## config.mk

```make
export PLATFORM = sky130hd
export DESIGN_NAME = mig_wr_drain
export DESIGN_NICKNAME = d
export VERILOG_FILES = /design/src/rtl/mig_wr_drain.sv
export SDC_FILE = /design/constraint.sdc
export NUM_CORES = 1
export LEC_CHECK = 0
export CORE_ASPECT_RATIO = 1.1
export CORE_MARGIN = 3
export CORE_UTILIZATION = 46
export DETAILED_ROUTE_END_ITERATION = 7
export GPL_TIMING_DRIVEN = 0
export PLACE_DENSITY = 0.93
export SYNTH_ARGS = -nofsm -noshare
export SYNTH_HDL_FRONTEND = slang
export SYNTH_SLANG_ARGS = --single-unit
```

## constraint.sdc

```tcl
create_clock -name clk -period 3.3 [get_ports clk]
set_clock_uncertainty 0.15 [all_clocks]
set_input_delay 0.66 -clock clk [delete_from_list [all_inputs] [get_ports clk]]
set_output_delay 0.66 -clock clk [all_outputs]
set_load 0.05 [all_outputs]
```

## src/rtl/mig_wr_drain.sv

```systemverilog
// mig_wr_drain: write-side drain engine for the MIG DDR user interface.
// Pops WIDTH-bit words from a first-word-fall-through FIFO and packs
// APP_DATA_WIDTH/WIDTH of them into one UI data beat, first word in the LSBs.
// Each beat is then written with a single-beat MIG write command at an
// auto-incrementing address.
// Optional feature macro: MIG_WR_DRAIN_FLUSH_EN -- lets 'flush' write out a
// partial beat, zero-filling and byte-masking the missing words.
module mig_wr_drain #(
    parameter int WIDTH          = 16,
    parameter int APP_DATA_WIDTH = 128,
    parameter int ADDR_WIDTH     = 28,
    parameter int ADDR_STEP      = 8
) (
    input  logic                        clk,
    input  logic                        rst,
    input  logic                        start,
    input  logic [ADDR_WIDTH-1:0]       base_addr,
    input  logic                        flush,
    output logic                        busy,
    input  logic [WIDTH-1:0]            fifo_data,
    input  logic                        fifo_empty,
    output logic                        fifo_pop,
    input  logic                        init_calib_complete,
    output logic                        app_en,
    output logic [2:0]                  app_cmd,
    output logic [ADDR_WIDTH-1:0]       app_addr,
    input  logic                        app_rdy,
    output logic [APP_DATA_WIDTH-1:0]   app_wdf_data,
    output logic                        app_wdf_wren,
    output logic                        app_wdf_end,
    output logic [APP_DATA_WIDTH/8-1:0] app_wdf_mask,
    input  logic                        app_wdf_rdy
);

    localparam int BEATS  = APP_DATA_WIDTH / WIDTH;
    localparam int CNT_W  = $clog2(BEATS + 1);
    localparam int MASK_W = APP_DATA_WIDTH / 8;

    typedef enum logic [1:0] {
        ST_IDLE   = 2'd0,
        ST_GATHER = 2'd1,
        ST_WRITE  = 2'd2
    } state_t;

    state_t           state_r;
    logic [CNT_W-1:0] cnt_r;
    logic             cmd_done_r;
    logic             dat_done_r;
    logic             pop_s;
    logic             flush_take_s;
    logic             cmd_hs_s;
    logic             dat_hs_s;
    logic             cmd_fin_s;
    logic             dat_fin_s;

    // Only single-beat write bursts are ever issued.
    assign app_cmd     = 3'b000;
    assign app_wdf_end = app_wdf_wren;
    assign fifo_pop    = pop_s;

    assign cmd_hs_s  = app_en & app_rdy;
    assign dat_hs_s  = app_wdf_wren & app_wdf_rdy;
    assign cmd_fin_s = cmd_done_r | cmd_hs_s;
    assign dat_fin_s = dat_done_r | dat_hs_s;

`ifdef MIG_WR_DRAIN_FLUSH_EN
    // Byte mask covering every byte at or above the first missing word.
    function automatic logic [MASK_W-1:0] tail_mask(input logic [CNT_W-1:0] words);
        logic [MASK_W-1:0] m;
        m = '0;
        for (int i = 0; i < MASK_W; i++) begin
            if (i * 8 >= int'(words) * WIDTH) m[i] = 1'b1;
            else                              m[i] = 1'b0;
        end
        return m;
    endfunction

    // A flush is honoured only when the beat is genuinely partial.
    always_comb begin
        flush_take_s = 1'b0;
        if (state_r == ST_GATHER && flush && cnt_r != CNT_W'(0) && cnt_r < CNT_W'(BEATS))
            flush_take_s = 1'b1;
        else
            flush_take_s = 1'b0;
    end
`else
    logic unused_flush_s;
    assign flush_take_s   = 1'b0;
    assign unused_flush_s = flush;
`endif

    // Pop the FIFO head whenever a word is available and the beat has room;
    // never during reset so no word is consumed that the engine then drops.
    always_comb begin
        pop_s = 1'b0;
        if (!rst && state_r == ST_GATHER && !fifo_empty && cnt_r < CNT_W'(BEATS) && !flush_take_s)
            pop_s = 1'b1;
        else
            pop_s = 1'b0;
    end

    // Drain FSM: gather words, then hold command and data until both are accepted.
    always_ff @(posedge clk) begin
        if (rst) begin
            state_r      <= ST_IDLE;
            cnt_r        <= '0;
            cmd_done_r   <= 1'b0;
            dat_done_r   <= 1'b0;
            busy         <= 1'b0;
            app_en       <= 1'b0;
            app_wdf_wren <= 1'b0;
            app_addr     <= '0;
            app_wdf_data <= '0;
            app_wdf_mask <= '0;
        end else begin
            case (state_r)
                ST_IDLE: begin
                    if (start && init_calib_complete) begin
                        app_addr     <= base_addr;
                        cnt_r        <= '0;
                        app_wdf_data <= '0;
                        app_wdf_mask <= '0;
                        busy         <= 1'b1;
                        state_r      <= ST_GATHER;
                    end else begin
                        state_r <= ST_IDLE;
                    end
                end
                ST_GATHER: begin
                    if (flush_take_s) begin
                        // Unfilled words are already zero: the pack is cleared per beat.
`ifdef MIG_WR_DRAIN_FLUSH_EN
                        app_wdf_mask <= tail_mask(cnt_r);
`endif
                        app_en       <= 1'b1;
                        app_wdf_wren <= 1'b1;
                        state_r      <= ST_WRITE;
                    end else if (pop_s) begin
                        app_wdf_data[int'(cnt_r) * WIDTH +: WIDTH] <= fifo_data;
                        cnt_r <= cnt_r + CNT_W'(1);
                        if (cnt_r == CNT_W'(BEATS - 1)) begin
                            app_en       <= 1'b1;
                            app_wdf_wren <= 1'b1;
                            state_r      <= ST_WRITE;
                        end else begin
                            state_r <= ST_GATHER;
                        end
                    end else begin
                        state_r <= ST_GATHER;
                    end
                end
                ST_WRITE: begin
                    // Command and data may be accepted in either order.
                    if (cmd_hs_s) begin
                        app_en     <= 1'b0;
                        cmd_done_r <= 1'b1;
                    end
                    if (dat_hs_s) begin
                        app_wdf_wren <= 1'b0;
                        dat_done_r   <= 1'b1;
                    end
                    if (cmd_fin_s && dat_fin_s) begin
                        app_addr     <= app_addr + ADDR_WIDTH'(ADDR_STEP);
                        cnt_r        <= '0;
                        cmd_done_r   <= 1'b0;
                        dat_done_r   <= 1'b0;
                        app_wdf_data <= '0;
                        app_wdf_mask <= '0;
                        state_r      <= ST_GATHER;
                    end else begin
                        state_r <= ST_WRITE;
                    end
                end
                default: begin
                    state_r      <= ST_IDLE;
                    cnt_r        <= '0;
                    cmd_done_r   <= 1'b0;
                    dat_done_r   <= 1'b0;
                    busy         <= 1'b0;
                    app_en       <= 1'b0;
                    app_wdf_wren <= 1'b0;
                end
            endcase
        end
    end

endmodule
```

# Yosys cells after proc, flatten, opt, wreduce, memory -nomap -nowiden
# Index checks and enable logic that the tools add are counted.
# word_totals
reg_bits,183
latchBits,0
ramBits,0
romBits,0
inputBits,52
output_inout_bits,180
word_cells,89
memories,0
# op_classes
n_addsub,3
multipliers,0
n_div,0
order_cmp,1
n_eq_ne,11
shifts,2
n_mux,35
bitwise,7
reduce_logical,20
# ops
cell,count
$mux W128,3
$pmux W128 S3,1
$bwmux W128,1
$shift A16 B33 Y128 const A,1
$shiftx A16 B33 Y128,1
$mux W28,2
$pmux W28 S2,1
$neg A8 Y33,1
$mux W16,2
$pmux W16 S2,1
$add A28 B4 Y28 const B,1
$mux W4,3
$pmux W4 S3,1
$reduce_and A4 Y1,3
$mux W1,11
$ne A2 B2 Y1 const B,5
$mux W2,3
$ne A3 B3 Y1 const B,2
$pmux W1 S2,3
$pmux W1 S3,2
$pmux W2 S3,1
$reduce_and A2 Y1,3
$reduce_and A3 Y1,2
$logic_and A1 B1 Y1,5
14 further kinds,20

# Logic depth before layout (Yosys ltp)
# Gate-level depths: netlist (run 1).
# logic_depth
word_depth,7
depth_mapped,9
mapped_depth_nobuf,8

# Least setup slack after synthesis (run 1)
# Ideal clock, no wire load.
# synth_timing
path_kind,reg2reg
startpoint,register cnt_r[2]
endpoint,register app_wdf_data[102]
setup_time_ps,117
t_arrival_ps,2323
required_time_ps,3033
slack_ps,710
stages_incl_launch_ff,10
n_path_buf,2
period_less_slack_ps,2590
path_cell_list,dfxtp_1 -> buf_2 -> nor3_1 -> ha_1 -> or3b_2 -> a211o_1 -> nand2_1 -> a21oi_1 -> clkbuf_1 -> a22o_1
# synth_via
elab_chain_len,5
elab_cells_between_ends,11
classes_between,add/sub: 1; order compare: 1; eq/ne: 1; shift: 2; mux: 4; reduce/logical: 2
# synth_lines
element,line,source
start: declaration,46,logic [CNT_W-1:0] cnt_r;
start signal: assignment,140,cnt_r <= cnt_r + CNT_W'(1);
$neg A8 Y33 or $lt A4 B4 Y1 (tied branches),"139, 96",
$shiftx A16 B33 Y128 (tied with other cells),139,app_wdf_data[int'(cnt_r) * WIDTH +: WIDTH] <= fifo_data;
$bwmux W128 or $mux W1 (tied branches),"139, 96",
$mux W128 or $ne A2 B2 Y1 (tied branches),--,
$pmux W128 S3 or $reduce_and A4 Y1 (tied branches),--,
end signal: indexed assignment,139,
end: declaration,28,"output logic [APP_DATA_WIDTH-1:0] app_wdf_data,"
# Parallel ways exist; a longest one is shown, timed or not. The select of a mux whose other input is x is not followed.
# A chain may end at the register's enable or synchronous reset.

# Worst setup path in the final report (run 1)
# layout_timing
startpoint,input port rst
endpoint,register app_wdf_data[8]
# layout_via
elab_chain_len,7
# layout_lines
element,line,source
start: declaration,15,"input logic rst,"
$logic_not A1 Y1,96,if (!rst && state_r == ST_GATHER && !fifo_empty && cnt_r < CNT_W'(BEATS) && !flush_take_s)
$logic_and A1 B1 Y1 (3 in series),96,
$mux W1,96,
$ne A2 B2 Y1 (no source line),--,
$reduce_and A4 Y1 (no source line),--,
# Parallel ways exist; a longest one is shown, timed or not.

==> results.py, run 1 <==
metrics = {
    "status": {
        "outcome": "finished clean",
    },
    "timing": {
        "hold_violations": 0,
        "worst_pin_slew_ns": 0.8480,
        "fin_crit_ns": 3.160,
        "fmax_ghz": 0.3165,
        "finalSetupViolCount": 0,
        "whs_ns": 0.3054,
        "fin_crit_sh": 0.9576,
        "slew_headroom": 0.4316,
        "drv_slew": 0,
    },
    "clock_network": {
        "clock_latency_ns": 0.43,
        "cts_buffers": 17,
        "cts_tree": "built",
        "path_clk_slew_ns": 0.07,
        "clock_sinks": 167,
        "cts_root_buf": "clkbuf_16",
        "ctsLongestPathBuffers": 2,
        "h-tree-depth": 4,
        "cts_hold_buffers": 0,
    },
    "synthesis": {
        "synthDistinctLibCells": 59,
        "synth-seq-cells": 167,
        "ys_warn_count": 0,
        "synth-edff-count": 0,
        "ys_async_sr_fraction": 0,
        "ys_seq_area_frac": 0.4860,
        "netlist.area_leader.share": 0.4860,
        "yosysTopAreaCell": "dfxtp_1",
        "syn_inst": 700,
        "synth_flop_cell": "dfxtp_1",
        "syn_area_sq_um": 6879,
        "ys_top_cells_by_area": "dfxtp_1, a22o_1, a32o_1",
        "avgSynthCellArea_sq_um": 9.827,
    },
    "finish": {
        "drive_gt1_frac": 0.08533,
        "final_cells": 1153,
        "antennaDiodeCount": 0,
        "syn_to_final_growth_pct": 44.31,
        "final_util": 0.6844,
        "fin_nets": 1010,
    },
    "pwr": {
        "finalPower_w": 0.004760,
        "p_clk_frac": 0.437,
        "leakagePower_nw": 3.628,
        "power_frac_seq": 0.438,
        "ir_drop_mv": 0.3436,
        "p_comb_frac": 0.125,
        "power.switching_w": 0.001373,
        "internal_power_w": 0.003387,
        "power_density_nw_per_um2": 479.5,
        "sw_frac_of_total": 0.2885,
    },
    "worst_hold_path": {
        "hold_path_class": "register to register",
        "holdPathStages": 2,
    },
    "floorplanning": {
        "die_x_um": 122.6,
        "ioPinCount": 232,
        "die-area_sq_um": 16460,
        "std_cell_rows": 46,
        "die_y_um": 134.3,
        "start_util": 0.4743,
        "coreArea_sq_um": 14500,
    },
    "run": {
        "max_cap_viol_count": 0,
    },
    "detailed_routing": {
        "drt_iter0_markers": 860,
        "vias_per_cell": 6.097,
        "wire_per_inst_um": 21.64,
        "drt_wl_total_um": 24950,
        "dr.pass1.iters": 6,
        "vias": 7030,
        "drc_errors": 0,
        "ant_nets": 0,
    },
    "global_routing": {
        "grt.total_usage": 0.2972,
        "grt_start_max_net_pins": 18,
        "grt_pass1_vias": 6872,
        "grt_overflow": 0,
        "grt_first_pass_wirelength_um": 37970,
        "antenna_found_initial": 0,
    },
    "worst_setup_path": {
        "reg2reg_slack_ns": 0.16,
        "worstPathArrival_ns": 3.37,
        "critical_path_required_ns": 3.51,
        "worst_setup_path_start_kind": "input port",
        "path_max_fanout": 10,
        "worstRegToRegCells": 8,
        "cp-end-kind": "register",
        "worstSetupPathType": "input port to register",
    },
    "placement": {
        "gp_congestion": 0.9761,
        "detailed_place_hpwl_um": 17240,
        "io_buffers": 211,
        "dp_cells": 1121,
    },
}
[cell usage in the layout (no fill, tap or decap), types with 4 or more instances in the layout]
cell type        netlist  final
nor2_1                41     41
nor2b_1               17     17
clkdlybuf4s50_1        0    210
and2_1                 9      9
o22ai_1                5      4
a32o_1                50     50
buf_4                 22     22
buf_2                  6      6
clkbuf_16              0     17
nand3_1               16     16
inv_1                 12     12
and4_1                 5      5
nand4_1                4      4
and3_1                 6      6
inv_6                  0      6
nor3_1                17     17
a311oi_1               8      8
a31oi_1                7      7
o21ai_0               20     20
a211oi_1              10     10
conb_1                 1     19
a21oi_1               38     37
nor4_1                10     10
ha_1                  10     10
a22o_1                77     77
nand2_1               36     36
buf_1                  5      5
dfxtp_1              167    167
clkbuf_1              46     46
[routing by layer]
layer | vias up | wire [um] | track usage
li1 | 3115 | - | -
met1 | 3323 | 9336 | 0.3576
met4 | 0 | 1196 | 0.1556
met5 | - | 0 | 0
met3 | 109 | 2760 | 0.09616
met2 | 483 | 11650 | 0.4720
[area by class of cell]
cell class              instances  area, sq um
flip-flops and latches        167         3343
well taps                     192        240.2
clock buffers                  17        425.4
plain buffers                  81        409.1
repair buffers                211         2113
fillers                      1064         4577
inverters                      12        45.04
clock inverters                15        186.4
multi-input cells             458         3164
[cell families after synthesis]
group / after synthesis / synth area share
AO/OA/AOI/OAI: 242 / 0.2797
AND/OR/NAND/NOR: 183 / 0.1441
flip-flops: 167 / 0.4860
buffers and inverters: 93 / 0.06602
adder cells (fa/ha/maj): 10 / 0.01819
XOR/XNOR: 2 / 0.002547
multiplexers: 2 / 0.002910
other: 1 / 0.0005451
[sequential cells by signal, summed over array words and instances, names as in the netlist]
| name | flops |
|---|---|
| cmd_done_r | 1 |
| app_wdf_data | 128 |
| app_addr | 28 |
| busy | 1 |
| app_en | 1 |
| cnt_r | 4 |
| dat_done_r | 1 |
| app_wdf_end | 1 |
| state_r | 2 |
[Yosys cell counts, types with 6 or more instances]
cell,number
nor3_1,17
a311oi_1,8
inv_1,12
a21oi_1,38
ha_1,10
buf_2,6
nand2_1,36
a32o_1,50
a211oi_1,10
and3_1,6
clkbuf_1,46
nand3_1,16
nor2_1,41
nor2b_1,17
nor4_1,10
buf_4,22
o21ai_0,20
a31oi_1,7
and2_1,9
a22o_1,77
dfxtp_1,167
[critical path: stages]
cell	delay [ns]
clkdlybuf4s50_1	0.56
or4b_4	0.62
a21oi_1	0.21
nand2_1	0.23
nor2_1	0.51
buf_2	0.34
a32o_1	0.23
[power by group through the flow]
stage,combinational (W),sequential [W],clock [W]
6_report,0.000594,0.00209,0.00208
5_1_grt,0.000627,0.00209,0.00216
4_1_cts,0.000584,0.00208,0.00208
3_5_place_dp,0.000580,0.00213,0
3_3_place_gp,0.000572,0.00213,0
2_1_floorplan,0.000266,0.00222,0
[worst paths after layout]
kind,start,end
min reg2reg,app_addr[1],app_addr[1]
max reg2reg,cnt_r[2],app_wdf_data[78]
min,app_addr[1],app_addr[1]
max,rst,app_wdf_data[8]
[stage by stage]
step	cell area, sq um	setup slack [ns]	setup TNS, ns
finish	9927	0.1400	0
global route	9927	-0.0005576	-0.0005576
floorplan	6947	0.7101	0
detailed placement	9299	-0.3091	-15.20
CTS	9912	0.1341	0
global placement	9299	-0.2955	-9.984
[timing repair]
action | in CTS | in global routing
gates cloned | 0 | 0
setup endpoints to repair | 1 | 13
resized for setup | 3 | 3
setup buffers | 0 | 0
No activity file was read; power rests on OpenSTA's default activity.
==> run 2: changes to the inputs <==
- MAX_ROUTING_LAYER: default -> met4
- RECOVER_POWER: default -> 25
==> run 2 against run 1 <==
Net effect:
- worst hold slack better by 0.0079 ns
- via count grew 0.20%
- design area fell by 0.30%
- fmax grew 0.81%
- combinational power is essentially flat
- critical endpoint is now app_wdf_data[106]
- largest power group unchanged
==> results.py, run 2 (synthesis gave the netlist of run 1 again) <==
metrics = {
    "pwr": {
        "finalPower_w": 0.004681,
        "ir_drop_mv": 0.3787,
        "power_density_nw_per_um2": 473.0,
        "leakagePower_nw": 3.623,
    },
    "timing": {
        "finalSetupViolCount": 0,
        "fmax_ghz": 0.3190,
        "fin_crit_ns": 3.134,
        "grt_setup_unrepaired": "yes",
        "fin_crit_sh": 0.9498,
        "hold_violations": 0,
        "slew_headroom": 0.4396,
        "drv_slew": 0,
        "worst_pin_slew_ns": 0.8388,
    },
    "floorplanning": {
        "coreArea_sq_um": 14500,
        "start_util": 0.4743,
        "die-area_sq_um": 16460,
        "die_y_um": 134.3,
        "die_x_um": 122.6,
        "std_cell_rows": 46,
        "ioPinCount": 232,
    },
    "worst_setup_path": {
        "cp-end-kind": "register",
        "worstSetupPathType": "input port to register",
        "slowest_stage": "or4b_4",
        "crit_family": "simple AND/OR/NAND/NOR gates",
        "cp_num_buf_inv": 2,
        "crit_chain": "clkdlybuf4s50_1 -> or4b_4 -> o21a_4 -> nor3_4 -> a21oi_1 -> clkbuf_1 -> a22o_1",
        "worstPathArrival_ns": 3.30,
        "path_max_fanout": 10,
        "max_stage_delay_ns": 0.61,
        "critical_path_required_ns": 3.46,
        "worst_setup_path_start_kind": "input port",
    },
    "detailed_routing": {
        "vias": 7044,
        "drt_iter0_markers": 818,
        "ant_nets": 0,
        "drt_wl_total_um": 24940,
        "wire_per_inst_um": 21.63,
        "dr.pass1.iters": 7,
        "vias_per_cell": 6.109,
        "drc_errors": 0,
    },
    "global_routing": {
        "grt_start_max_net_pins": 18,
        "grt_first_pass_wirelength_um": 37450,
        "antenna_found_initial": 0,
        "use_met1": 0.3572,
        "grt_pass1_vias": 6662,
        "grt.total_usage": 0.3033,
        "grt_use_met3": 0.09194,
        "grt_overflow": 0,
        "top_usage_layer": "met2",
        "use_met2": 0.4757,
    },
    "clock_network": {
        "cts_buffers": 17,
        "clock_latency_ns": 0.43,
        "cts_hold_buffers": 0,
        "path_clk_slew_ns": 0.07,
        "cts_tree": "built",
        "ctsLongestPathBuffers": 2,
        "clock_sinks": 167,
        "cts_root_buf": "clkbuf_16",
        "h-tree-depth": 4,
        "post-cts-setup-buffers": 0,
    },
    "finish": {
        "nFillCells": 1042,
        "final_util": 0.6824,
        "antennaDiodeCount": 0,
        "mostFrequentLayoutCells": "clkdlybuf4s50_1, dfxtp_1, a22o_1",
        "final_common_cell": "clkdlybuf4s50_1",
        "fin_nets": 1010,
        "largest_register_ff_count": 128,
        "reg_top3": "app_wdf_data: 128 flops, app_addr: 28 flops, cnt_r: 4 flops",
        "syn_to_final_growth_pct": 43.87,
        "final_cells": 1153,
        "drive_gt1_frac": 0.08637,
        "regMostFlops": "app_wdf_data",
    },
    "worst_hold_path": {
        "hold_path_class": "register to register",
    },
    "placement": {
        "io_buffers": 211,
        "gp_congestion": 0.9746,
        "detailed_place_hpwl_um": 16980,
        "dp_cells": 1121,
    },
    "status": {
        "outcome": "finished clean",
    },
    "run": {
        "max_cap_viol_count": 0,
    },
}
==> run 2: final timing paths <==
check | from | endpoint | slack, ns | depth (start not counted)
worst max-delay path | rst | app_wdf_data[106] | 0.17 | 7
worst min-delay path | app_addr[0] | app_addr[0] | 0.31 | 2
worst max register to register | state_r[0] | app_wdf_data[106] | 0.17 | 7
worst min register to register | app_addr[0] | app_addr[0] | 0.31 | 2
==> run 2: worst register-to-register path, delay by kind of cell, from the launching register on <==
| family | cells | cell delay [ns] |
|---|---|---|
| AOI/OAI and AO/OA | 3 | 1.58 |
| adders and majority gates | 1 | 0.26 |
| buffers and inverters | 2 | 0.55 |
| DFF | 1 | 0.33 |
| and+or+nand+nor | 1 | 0.19 |
==> run 2: per-layer routing <==
layer	wire, um	share of wire
met5	0	0
met4	1009	0.040
met3	2966	0.12
met2	11750	0.47
met1	9210	0.37
==> run 2: final cells by class <==
cell class | instances | area [sq um] | share of cell area
multi-input combinational | 458 | 3167 | 0.3200
inverter | 12 | 45.04 | 0.004551
clock inverter | 15 | 160.2 | 0.01618
buffer | 81 | 409.1 | 0.04134
timing repair buffer | 211 | 2107 | 0.2129
clock buffer | 17 | 425.4 | 0.04298
sequential | 167 | 3343 | 0.3378
tap | 192 | 240.2 | 0.02427
==> run 2: through the flow <==
step,setup WS [ns],cell area (sq um),hold WS [ns],TNS [ns]
floorplan,0.7101,6947,0.3730,0
global placement,-0.3008,9299,0.2912,-10.68
detailed placement,-0.2890,9299,0.2970,-12.73
CTS,0.01351,9884,0.3182,0
global route,-0.004937,9897,0.3319,-0.004937
finish,0.1655,9897,0.3133,0
==> run 2: repair_timing <==
item	in CTS	in global routing
pin swaps	0	0
endpoints found under the setup margin	1	31
resized for setup	2	5
==> run 2: power breakdown <==
| part | switching [W] | total (W) | internal, W | leakage [nW] |
|---|---|---|---|---|
| clock network | 0.000923 | 0.00200 | 0.00108 | 0.292 |
| logic | 0.000404 | 0.000596 | 0.000192 | 1.98 |
| registers | 0.0000411 | 0.00209 | 0.00205 | 1.35 |
| total | 0.00137 | 0.00468 | 0.00331 | 3.62 |
==> run 3: changes to the inputs <==
- CELL_PAD_IN_SITES_DETAIL_PLACEMENT: default -> 0
- CELL_PAD_IN_SITES_GLOBAL_PLACEMENT: default -> 1
- CORE_UTILIZATION: 46 -> 34
- PLACE_DENSITY: 0.93 -> 0.92
==> run 3 against run 2 <==
Net effect:
- sequential share of layout area decreased by 0.36 points
- clock-buffer cell count unchanged
- flip-flop and latch count unchanged
- critical path type unchanged
- largest cell class unchanged
- highest routed layer unchanged
==> results.py, run 3 (synthesis gave the netlist of run 1 again) <==
metrics = {
    "clock_network": {
        "clock_sinks": 167,
        "path_clk_slew_ns": 0.08,
        "post-cts-setup-buffers": 0,
        "ctsLongestPathBuffers": 2,
        "h-tree-depth": 4,
        "cts_tree": "built",
        "cts_root_buf": "clkbuf_16",
        "cts_buffers": 17,
        "cts_hold_buffers": 0,
        "clock_latency_ns": 0.43,
    },
    "detailed_routing": {
        "ant_nets": 0,
        "drc_errors": 0,
        "vias_per_cell": 5.494,
        "drt_wl_total_um": 23680,
        "vias": 6637,
        "dr.pass1.iters": 5,
        "drt_iter0_markers": 492,
        "wire_per_inst_um": 19.60,
    },
    "worst_setup_path": {
        "slowest_stage": "or4b_4",
        "worstRegToRegCells": 8,
        "crit_chain": "clkdlybuf4s50_1 -> or4b_4 -> a21oi_1 -> nand2_1 -> nor2_1 -> buf_2 -> a32o_1",
        "path_max_fanout": 10,
        "max_stage_delay_ns": 0.62,
        "worstPathArrival_ns": 3.33,
        "worstSetupPathType": "input port to register",
        "cp-end-kind": "register",
        "worst_setup_path_start_kind": "input port",
        "critical_path_required_ns": 3.53,
    },
    "placement": {
        "io_buffers": 211,
        "gp_congestion": 0.8512,
        "detailed_place_hpwl_um": 17150,
    },
    "run": {
        "max_cap_viol_count": 0,
    },
    "worst_hold_path": {
        "hold_path_class": "register to register",
        "holdPathStages": 2,
    },
    "global_routing": {
        "grt_pass1_vias": 6513,
        "grt_first_pass_wirelength_um": 36180,
        "antenna_found_initial": 0,
        "grt_start_max_net_pins": 22,
        "grt_overflow": 0,
        "grt.total_usage": 0.2150,
    },
    "finish": {
        "reg_top3": "app_wdf_data: 128 flops, app_addr: 28 flops, cnt_r: 4 flops",
        "drive_gt1_frac": 0.08325,
        "fin_nets": 1010,
        "syn_to_final_growth_pct": 45.43,
        "regMostFlops": "app_wdf_data",
        "final_common_cell": "dfxtp_1",
        "mostFrequentLayoutCells": "dfxtp_1, clkdlybuf4s50_1, a22o_1",
        "largest_register_ff_count": 128,
        "antennaDiodeCount": 0,
    },
    "floorplanning": {
        "die_y_um": 155.2,
        "ioPinCount": 232,
        "start_util": 0.3528,
        "die-area_sq_um": 21980,
        "coreArea_sq_um": 19500,
        "std_cell_rows": 53,
        "die_x_um": 141.6,
    },
    "timing": {
        "whs_ns": 0.3048,
        "grt_setup_unrepaired": "no",
        "slew_headroom": 0.4520,
        "drv_slew": 0,
        "hold_violations": 0,
        "fin_crit_sh": 0.9394,
        "finalSetupViolCount": 0,
        "fmax_ghz": 0.3226,
        "fin_crit_ns": 3.100,
        "worst_pin_slew_ns": 0.8203,
    },
    "pwr": {
        "power_density_nw_per_um2": 474.7,
        "ir_drop_mv": 0.3500,
        "finalPower_w": 0.004749,
        "leakagePower_nw": 3.890,
    },
    "status": {
        "outcome": "finished clean",
    },
}
==> run 3: changes by cell type in the layout (fill, tap and decap cells not counted), moves of 2 or more <==
| cell | change |
|---|---|
| buf_1 | -3 |
| dlygate4sd3_1 | +72 |
| inv_12 | +4 |
| clkinv_8 | +5 |
| clkbuf_1 | +3 |
| clkdlybuf4s50_1 | -72 |
| clkinv_2 | -2 |
| inv_6 | -4 |
==> run 3: area by class of cell <==
class / count / area [sq um]
Buffer: 81 / 409.1
Clock buffer: 17 / 425.4
Clock inverter: 15 / 211.5
Fill cell: 1809 / 9492
Inverter: 12 / 45.04
Multi-Input combinational cell: 458 / 3154
Sequential cell: 167 / 3343
Tap cell: 247 / 309.0
Timing Repair Buffer: 211 / 2107
==> run 3: critical path, delay by kind of cell <==
kind,cells,cell delay [ns]
compound gates,2,0.38
buf+inv,2,0.92
simple gates,3,1.37
==> run 3: what timing repair did <==
action,4_1_cts,5_1_grt
endpoints found under the hold margin,0,0
setup endpoints to repair,1,7
gates resized for setup,2,2
==> run 3: per-stage QoR <==
step | TNS, ns | worst slack, ns | instance area [sq um] | util | cells
2_1_floorplan | 0 | 0.7101 | 6947 | - | 718
3_3_place_gp | -11.52 | -0.2893 | 9368 | 0.4805 | 1176
3_5_place_dp | -11.99 | -0.2901 | 9368 | 0.4805 | 1176
4_1_cts | 0 | 0.009220 | 10000 | 0.5132 | 1208
5_1_grt | 0 | 0.02942 | 10000 | 0.5132 | 1208
6_report | 0 | 0.2001 | 10000 | 0.5132 | 1208
==> run 3: final timing paths <==
check	to	startpoint	slack (ns)
min	app_addr[0]	app_addr[0]	0.30
max	app_wdf_data[9]	rst	0.20
min reg2reg	app_addr[0]	app_addr[0]	0.30
max reg2reg	app_wdf_data[44]	cnt_r[2]	0.27
==> run 3: where the power goes <==
| part | internal, W | leakage, nW | switching, W |
|---|---|---|---|
| clock | 0.00106 | 0.305 | 0.00102 |
| sequential | 0.00204 | 1.35 | 0.0000408 |
| combinational | 0.000191 | 2.23 | 0.000394 |
| total | 0.00329 | 3.89 | 0.00146 |
==> run 3: routing by layer <==
metal | track usage | vias up | share of wire
li1 | - | 3116 | -
met1 | 0.2682 | 3215 | 0.43
met2 | 0.3378 | 283 | 0.47
met3 | 0.06486 | 23 | 0.090
met4 | 0.06307 | 0 | 0.016
met5 | - | - | 0
